$ cat src/rtl/controlador_tiros_pkg.sv
// Shared types for the shot controller: record layout, direction codes,
// FSM states and the single-step movement rule.
package pkg_tiros;

    localparam int          N_SLOTS    = 16;
    localparam logic [3:0]  ULTIMO_IDX = 4'(N_SLOTS - 1);

    typedef enum logic [1:0] {
        CIMA     = 2'b00,   // row - 1
        DIREITA  = 2'b01,   // col + 1
        BAIXO    = 2'b10,   // row + 1
        ESQUERDA = 2'b11    // col - 1
    } direcao_t;

    typedef enum logic [1:0] {
        OCIOSO,
        VARRE,
        ESCREVE,
        FIM
    } estado_t;

    // Shot record as stored in RAM: [9:6] linha, [5:2] coluna, [1:0] direcao.
    typedef struct packed {
        logic [3:0] linha;
        logic [3:0] coluna;
        direcao_t   direcao;
    } tiro_t;

    typedef struct packed {
        logic  expira;
        tiro_t tiro;
    } passo_t;

    // Advance a shot by one cell. The bound is checked before the add or
    // subtract, so the 4-bit fields never wrap; an expired shot becomes all zeros.
    function automatic passo_t avanca_tiro(input tiro_t t,
                                           input logic [3:0] max_linha,
                                           input logic [3:0] max_coluna);
        passo_t p;
        p.expira = 1'b0;
        p.tiro   = t;
        case (t.direcao)
            CIMA: begin
                if (t.linha == 4'd0) p.expira = 1'b1;
                else                 p.tiro.linha = t.linha - 4'd1;
            end
            DIREITA: begin
                if (t.coluna >= max_coluna) p.expira = 1'b1;
                else                        p.tiro.coluna = t.coluna + 4'd1;
            end
            BAIXO: begin
                if (t.linha >= max_linha) p.expira = 1'b1;
                else                      p.tiro.linha = t.linha + 4'd1;
            end
            default: begin
                if (t.coluna == 4'd0) p.expira = 1'b1;
                else                  p.tiro.coluna = t.coluna - 4'd1;
            end
        endcase
        if (p.expira) p.tiro = '0;
        return p;
    endfunction

endpackage

$ cat src/rtl/controlador_tiros_localizador.sv
// Priority encoder: lowest free (zero) slot of the active mask, plus full flag.
module localizador_slot_livre
    import pkg_tiros::*;
(
    input  logic [N_SLOTS-1:0] mascara,
    output logic [3:0]         slot_livre,
    output logic               cheio
);

    // Scan from the top down so the lowest zero wins.
    always_comb begin
        // NOTE: every output of a combinational block gets a default first, otherwise a path that skips the assignment infers a latch.
        slot_livre = '0;
        for (int i = N_SLOTS - 1; i >= 0; i--) begin
            if (!mascara[i]) slot_livre = 4'(i);
        end
        cheio = &mascara;
    end

endmodule

$ cat src/rtl/controlador_tiros.sv
// Shot table controller: inserts shots into free slots and, on each frame
// tick, sweeps the table read-modify-write to move or expire every shot.
module controlador_tiros
    import pkg_tiros::*;
#(
    parameter int MAX_LINHA  = 15,
    parameter int MAX_COLUNA = 15
) (
    input  logic        clk,
    input  logic        reset,
    input  logic        iniciar,
    input  logic        disparar,
    input  logic [3:0]  tiro_linha,
    input  logic [3:0]  tiro_coluna,
    input  logic [1:0]  tiro_direcao,
    output logic [3:0]  mem_addr,
    output logic        mem_we,
    output logic [9:0]  mem_data,
    input  logic [9:0]  mem_q,
    output logic        pronto,
    output logic        fim_varredura,
    output logic        cheio,
    output logic [15:0] ativos,
    output logic [4:0]  num_ativos
);

    localparam logic [3:0] MAX_L = 4'(MAX_LINHA);
    localparam logic [3:0] MAX_C = 4'(MAX_COLUNA);

    estado_t              estado_q, estado_d;
    logic [3:0]           idx_q, idx_d;
    logic                 pendente_q, pendente_d;
    logic [N_SLOTS-1:0]   ativos_q, ativos_d;
    logic                 mem_we_q, mem_we_d;
    logic [3:0]           mem_addr_q, mem_addr_d;
    logic [9:0]           mem_data_q, mem_data_d;

    logic [3:0]           slot_livre;
    logic                 cheio_w;
    passo_t               passo;

    localizador_slot_livre u_localizador (
        .mascara    (ativos_q),
        .slot_livre (slot_livre),
        .cheio      (cheio_w)
    );

    // State and datapath registers.
    // NOTE: the shot RAM is never cleared on reset; validity lives only in ativos_q, so stale records are harmless.
    always_ff @(posedge clk or posedge reset) begin
        if (reset) begin
            // NOTE: sequential state uses non-blocking assignments so every flop samples pre-edge values.
            estado_q   <= OCIOSO;
            idx_q      <= '0;
            pendente_q <= 1'b0;
            ativos_q   <= '0;
            mem_we_q   <= 1'b0;
            mem_addr_q <= '0;
            mem_data_q <= '0;
        end else begin
            estado_q   <= estado_d;
            idx_q      <= idx_d;
            pendente_q <= pendente_d;
            ativos_q   <= ativos_d;
            mem_we_q   <= mem_we_d;
            mem_addr_q <= mem_addr_d;
            mem_data_q <= mem_data_d;
        end
    end

    // Next-state logic of the sweep FSM.
    always_comb begin
        estado_d = estado_q;
        case (estado_q)
            OCIOSO: begin
                // A simultaneous insert defers the sweep by one cycle via pendente.
                if (pendente_q || (iniciar && !disparar)) estado_d = VARRE;
            end
            VARRE: begin
                if (ativos_q[idx_q])           estado_d = ESCREVE;
                else if (idx_q == ULTIMO_IDX)  estado_d = FIM;
            end
            ESCREVE: begin
                estado_d = (idx_q == ULTIMO_IDX) ? FIM : VARRE;
            end
            default: estado_d = OCIOSO;
        endcase
    end

    // Datapath and memory-port control for each state.
    always_comb begin
        idx_d      = idx_q;
        pendente_d = pendente_q;
        ativos_d   = ativos_q;
        mem_we_d   = 1'b0;
        mem_addr_d = mem_addr_q;
        mem_data_d = mem_data_q;
        passo      = avanca_tiro(tiro_t'(mem_q), MAX_L, MAX_C);
        case (estado_q)
            OCIOSO: begin
                idx_d = '0;
                if (disparar && !cheio_w) begin
                    mem_we_d             = 1'b1;
                    mem_addr_d           = slot_livre;
                    mem_data_d           = {tiro_linha, tiro_coluna, tiro_direcao};
                    ativos_d[slot_livre] = 1'b1;
                end
                if (pendente_q)                pendente_d = 1'b0;
                else if (iniciar && disparar)  pendente_d = 1'b1;
            end
            VARRE: begin
                // The address register feeds the RAM, so data is back in ESCREVE.
                if (ativos_q[idx_q])           mem_addr_d = idx_q;
                else if (idx_q != ULTIMO_IDX)  idx_d = idx_q + 4'd1;
            end
            ESCREVE: begin
                mem_we_d   = 1'b1;
                mem_addr_d = idx_q;
                mem_data_d = passo.tiro;
                if (passo.expira)         ativos_d[idx_q] = 1'b0;
                if (idx_q != ULTIMO_IDX)  idx_d = idx_q + 4'd1;
            end
            default: ;
        endcase
    end

    // Status outputs decoded from the state and the active mask.
    always_comb begin
        pronto        = (estado_q == OCIOSO);
        fim_varredura = (estado_q == FIM);
        num_ativos    = '0;
        for (int i = 0; i < N_SLOTS; i++) begin
            num_ativos = num_ativos + 5'(ativos_q[i]);
        end
    end

    assign cheio    = cheio_w;
    assign ativos   = ativos_q;
    assign mem_we   = mem_we_q;
    assign mem_addr = mem_addr_q;
    assign mem_data = mem_data_q;

endmodule

$ cat config.mk
export PLATFORM = sky130hd
export DESIGN_NAME = controlador_tiros
export DESIGN_NICKNAME = d
export VERILOG_FILES = /design/src/rtl/controlador_tiros_pkg.sv /design/src/rtl/controlador_tiros_localizador.sv /design/src/rtl/controlador_tiros.sv
export SDC_FILE = /design/constraint.sdc
export NUM_CORES = 1
export LEC_CHECK = 0
export ABC_AREA = 1
export CAP_MARGIN = 20
export CORE_ASPECT_RATIO = 1.1
export CORE_UTILIZATION = 25
export CTS_CLUSTER_DIAMETER = 60
export DETAILED_ROUTE_END_ITERATION = 10
export HOLD_SLACK_MARGIN = 0.06
export MAX_ROUTING_LAYER = met4
export PLACE_DENSITY = 0.48
export SLEW_MARGIN = 25
export SYNTH_ARGS = -nofsm -noshare
export SYNTH_HDL_FRONTEND = slang
export SYNTH_SLANG_ARGS = --single-unit
$ cat constraint.sdc
create_clock -name clk -period 4.7 [get_ports clk]
set_input_delay 0.94 -clock clk [delete_from_list [all_inputs] [get_ports clk]]
set_output_delay 0.94 -clock clk [all_outputs]
set_load 0.1 [all_outputs]
# Word level (Yosys, flattened, before mapping)
# Index checks and enable logic that the tools add are counted.
# W data, S select, Z words.
op_classes:
  addsub: 20
  n_lt_le_gt_ge: 6
  n_eq_ne: 13
  mux: 54
  bitwise: 3
  n_reduce_logical: 21
op_table:
  columns: ["op", "count"]
  rows:
  - ["$mux W4", 24]
  - ["$add A5 B1 Y5", 11]
  - ["$mux W16", 2]
  - ["$pmux W16 S2", 1]
  - ["$pmux W4 S3", 2]
  - ["$mux W10", 2]
  - ["$pmux W10 S2", 1]
  - ["$and A16 B16 Y16", 1]
  - ["$not A16 Y16", 1]
  - ["$or A16 B16 Y16", 1]
  - ["$pmux W4 S2", 2]
  - ["$reduce_and A16 Y1", 1]
  - ["$add A4 B1 Y4 const B", 3]
  - ["$lt A4 B5 Y1 const B", 2]
  - ["$mux W1", 10]
  - ["$demux W1 S4", 2]
  - ["$ge A4 B1 Y1 const B", 2]
  - ["$ge A4 B4 Y1 const B", 2]
  - ["$logic_not A4 Y1", 2]
  - ["$mux W2", 4]
  - ["$sub A4 B1 Y4 const B", 2]
  - ["$eq A2 B2 Y1 const B", 3]
  - ["$ne A2 B2 Y1 const B", 3]
  - ["$pmux W2 S3", 1]
  - ["21 further kinds", 32]
word_totals:
  reg_bits: 38
  inputBits: 24
  out_inout_bits: 39
  word_cells: 124

# Longest topological paths before layout
depth:
  word_depth: 23
  ltp_mapped: 19
  mapped_depth_nobuf: 19

# Cells and area by module
# A second synthesis with hierarchy kept.
unflattened:
  hier_cells: 469
  hier_area_um2: 3270.6
by_module_without_submodules:
  columns: ["module", "n_inst", "cells_each", "area_per_inst_um2"]
  rows:
  - ["controlador_tiros", 1, 431, 3106.7]
  - ["localizador_slot_livre", 1, 38, 163.9]

# Worst setup path after synthesis
# No wires, ideal clock.
synth_timing:
  path_type: "flip-flop to output port"
  from: "reg ativos_q[5], in the netlist ativos[5]"
  to: "out num_ativos[4]"
  t_arrival_ps: 5863
  slack_ps: -2103
  stages_incl_launch_ff: 11
  cell_sequence: "dfrtp_1 > inv_1 > fa_1 > fa_1 > fa_1 > fa_1 > inv_1 > ha_1 > inv_1 > fa_1 > o21ai_0"
synth_between:
  elab_chain_cells: 11
synth_rtl:
  columns: ["item", "line_no", "rtl"]
  rows:
  - ["start, declared", "controlador_tiros.sv:33", "logic [N_SLOTS-1:0] ativos_q, ativos_d;"]
  - ["start signal, assigned", "controlador_tiros.sv:64", "ativos_q <= ativos_d;"]
  - ["$add A5 B1 Y5 (11 in series)", "controlador_tiros.sv:133", "num_ativos = num_ativos + 5'(ativos_q[i]);"]
  - ["end, declared", "controlador_tiros.sv:24", "output logic [4:0] num_ativos"]
# No other way between the ends.

# Final worst setup path
layout_timing:
  from: "reg ativos_q[11], in the netlist ativos[11]"
  to: "out num_ativos[1]"
layout_between:
  elab_chain_cells: 5
layout_rtl:
  columns: ["item", "line_no"]
  rows:
  - ["$add A5 B1 Y5 (5 in series)", "controlador_tiros.sv:133"]
# No other way between the ends.

==> metrics.txt <==
status finished with violations; failing checks negative setup slack; Ant. Diodes 0; vias in the first global route 3098; GPL Wtd Cong approximately 0.86; Hold Path Origin mem_data[9]; vias per cell approximately 4.8; Seq/Total Area, Yosys 0.297; Worst R2R Start estado_q[0]; Area Growth Syn to Fin 35.6%; MaxCap Viol Count 0; Critical Path, Cell by Cell fa_1, fa_1, inv_1, fa_1, fa_1, inv_2, ha_4, inv_2, fa_2, clkinvlp_4, buf_12; DRC 0; Worst-path clk slew about 60 ps; wire per inst about 15 µm; CTS Buf Count 5; Starting Density 0.256; critical path type register to primary output; crit-path max cell delay about 540 ps; Worst setup EP type primary output; Pre-antenna DRT Iters 4; Clock Skew about 3.4 ps; utilization of the core after routing 0.346; die area about 13000 µm²; global-route wire length before repair 15800 µm; async set or reset register ratio after synthesis 1.00; RSZ-0062 raised after global routing true; Setup WS pre-CTS between 150 and 200 ps; final setup fails 2; DRT Wirelength approximately 9500 µm; Fillers between 1000 and 1500; Port Buf Inserts 62; Synth Net Count between 400 and 500; Ys Warns 0; Tcrit/Tclk final 1.00; Synth Instances approximately 430; DP HPWL between 7000 and 8000 µm; final net count roughly 550; Worst-Margin Slew 1000 ps; Final WS setup -21.9 ps; largest net degree at the start of global routing 28; die span in x 110 µm; Critical Path Start Type register; critical path data required time 3760 ps; Worst Hold Depth 2; Worst-Skew Late Latency around 280 ps; crit-path max FO 2; CTS tree yes; number of clock sinks 38; CTS Buffer Depth 2; max frequency 212 MHz; commonest non-fill, non-tap cell in the layout nand2_1; hold_ws ~500 ps; Mapped Area around 3200 µm²; top_reg_cell synth dfrtp_1; Via Count approximately 3200; CP arrival about 3800 ps; DRT iter0 DRCs between 150 and 200; Slowest-stage cell, CP fa_2; Core Region 12500 µm²; fin. max-slew vios 0; R2R setup slack between 2000 and 2500 ps; cells on worst reg2reg path 8; Die Ht 121 µm; RR Endpoint ativos[14]; post-route ant nets 0; Unique masters post-synth 42; most frequent cells in the layout 74 x nand2_1, 60 x inv_1, 57 x clkdlybuf4s50_1; Rows 43; Worst slew margin 0.329; syn avg cell area approximately 7.5 µm²; Min-Delay Endpoint mem_data[9]; Hold Crit Class register to register; gr usage total 0.158; Top Ports 63; Final Critical Period about 4700 ps; setup tns final -27.3 ps; Worst path most repeated cell fa_1; CTS HTree Levels 2; Seq cells post-synth 38; gr ovfl total 0; Root Buffer Master clkbuf_16; Post-synth EDFFs 0; fraction of layout cells with a size suffix above 1 0.146; initial antenna violation count 0; Final Hold Viols 0
==> per-layer routing <==
layer  share of wire  track usage  vias up
met3           0.048       0.0210       14
met5               0            -        -
met1            0.47        0.213     1488
met2            0.47        0.243      110
met4           0.017       0.0483        0
li1                -            -     1547
==> how the worst max path moves through the flow <==
| stage | start | to | slack (ps) |
|---|---|---|---|
| after floorplan | ativos[13] | num_ativos[2] | -140 |
| after global placement | ativos[13] | num_ativos[2] | 200 |
| after detailed placement | ativos[13] | num_ativos[2] | 170 |
| after CTS | ativos[11] | num_ativos[1] | -50 |
| after global routing | ativos[1] | num_ativos[1] | -110 |
| final | ativos[11] | num_ativos[1] | -20 |
==> cells in the mapped netlist (2+ instances only) <==
library cell  instances  area [µm²]
buf_4                 2        15.0
a22oi_2               5        62.6
a21oi_1              43         215
nor3_1                3        15.0
nand2_1              75         282
dfrtp_1              38         951
a21oi_2               2        17.5
inv_1                67         251
a22oi_1               3        22.5
nand4_1               8        50.1
a31oi_1               4        25.0
o2111ai_1             2        17.5
ha_1                 19         238
inv_2                 6        22.5
fa_1                 10         200
o21ai_2               2        17.5
nand3_1              21         105
nor3_4                2        32.5
xor2_1                9        78.8
nand2_4               2        22.5
nor2_1               44         165
nor2_4                4        45.0
inv_4                 2        12.5
buf_2                 2        10.0
o211ai_1              2        15.0
nor2_2                3        18.8
o31ai_1               2        15.0
o21ai_0              33         165
==> sequential cells by signal, summed over array words and instances (netlist names) <==
signal      flops
idx_q           4
mem_we          1
estado_q        2
pendente_q      1
ativos         16
mem_addr        4
mem_data       10
==> through the flow <==
step	instances	instance area, µm²
after floorplan	429	3300
after CTS	656	4320
final	656	4340
after detailed placement	643	4140
after global routing	656	4340
after global placement	643	4140
==> logic make-up after synthesis <==
family | synth area share
buffers and inverters | 0.100
flip-flops | 0.297
AO/OA/AOI/OAI | 0.195
adder cells (fa/ha/maj) | 0.137
AND/OR/NAND/NOR | 0.244
XOR/XNOR | 0.0273
==> worst max-delay path: cells and delay by family (launching register included) <==
kind	cells	cell delay [ps]
adder cells (fa/ha/maj)	6	2590
flip-flops	1	480
buffers and inverters	5	430
==> cell type report <==
type                    instances  area, µm²  share of cell area
clock inverters                 1       5.00             0.00115
inverters                      75        290              0.0668
clock buffers                   7        143              0.0328
repair buffers                 68        719               0.166
well taps                     157        196              0.0452
multi-input cells             310       2000               0.461
flip-flops and latches         38        986               0.227
==> what timing repair did <==
action,4_1_cts,5_1_grt
hold buffers,0,0
pin swaps,4,3
setup endpoints to repair,3,4
gates resized for setup,2,6
setup buffers,5,1
Power is left out: the tool's default activity adds up to more than one toggle a clock period on the data nets, which glitch-free logic cannot reach.
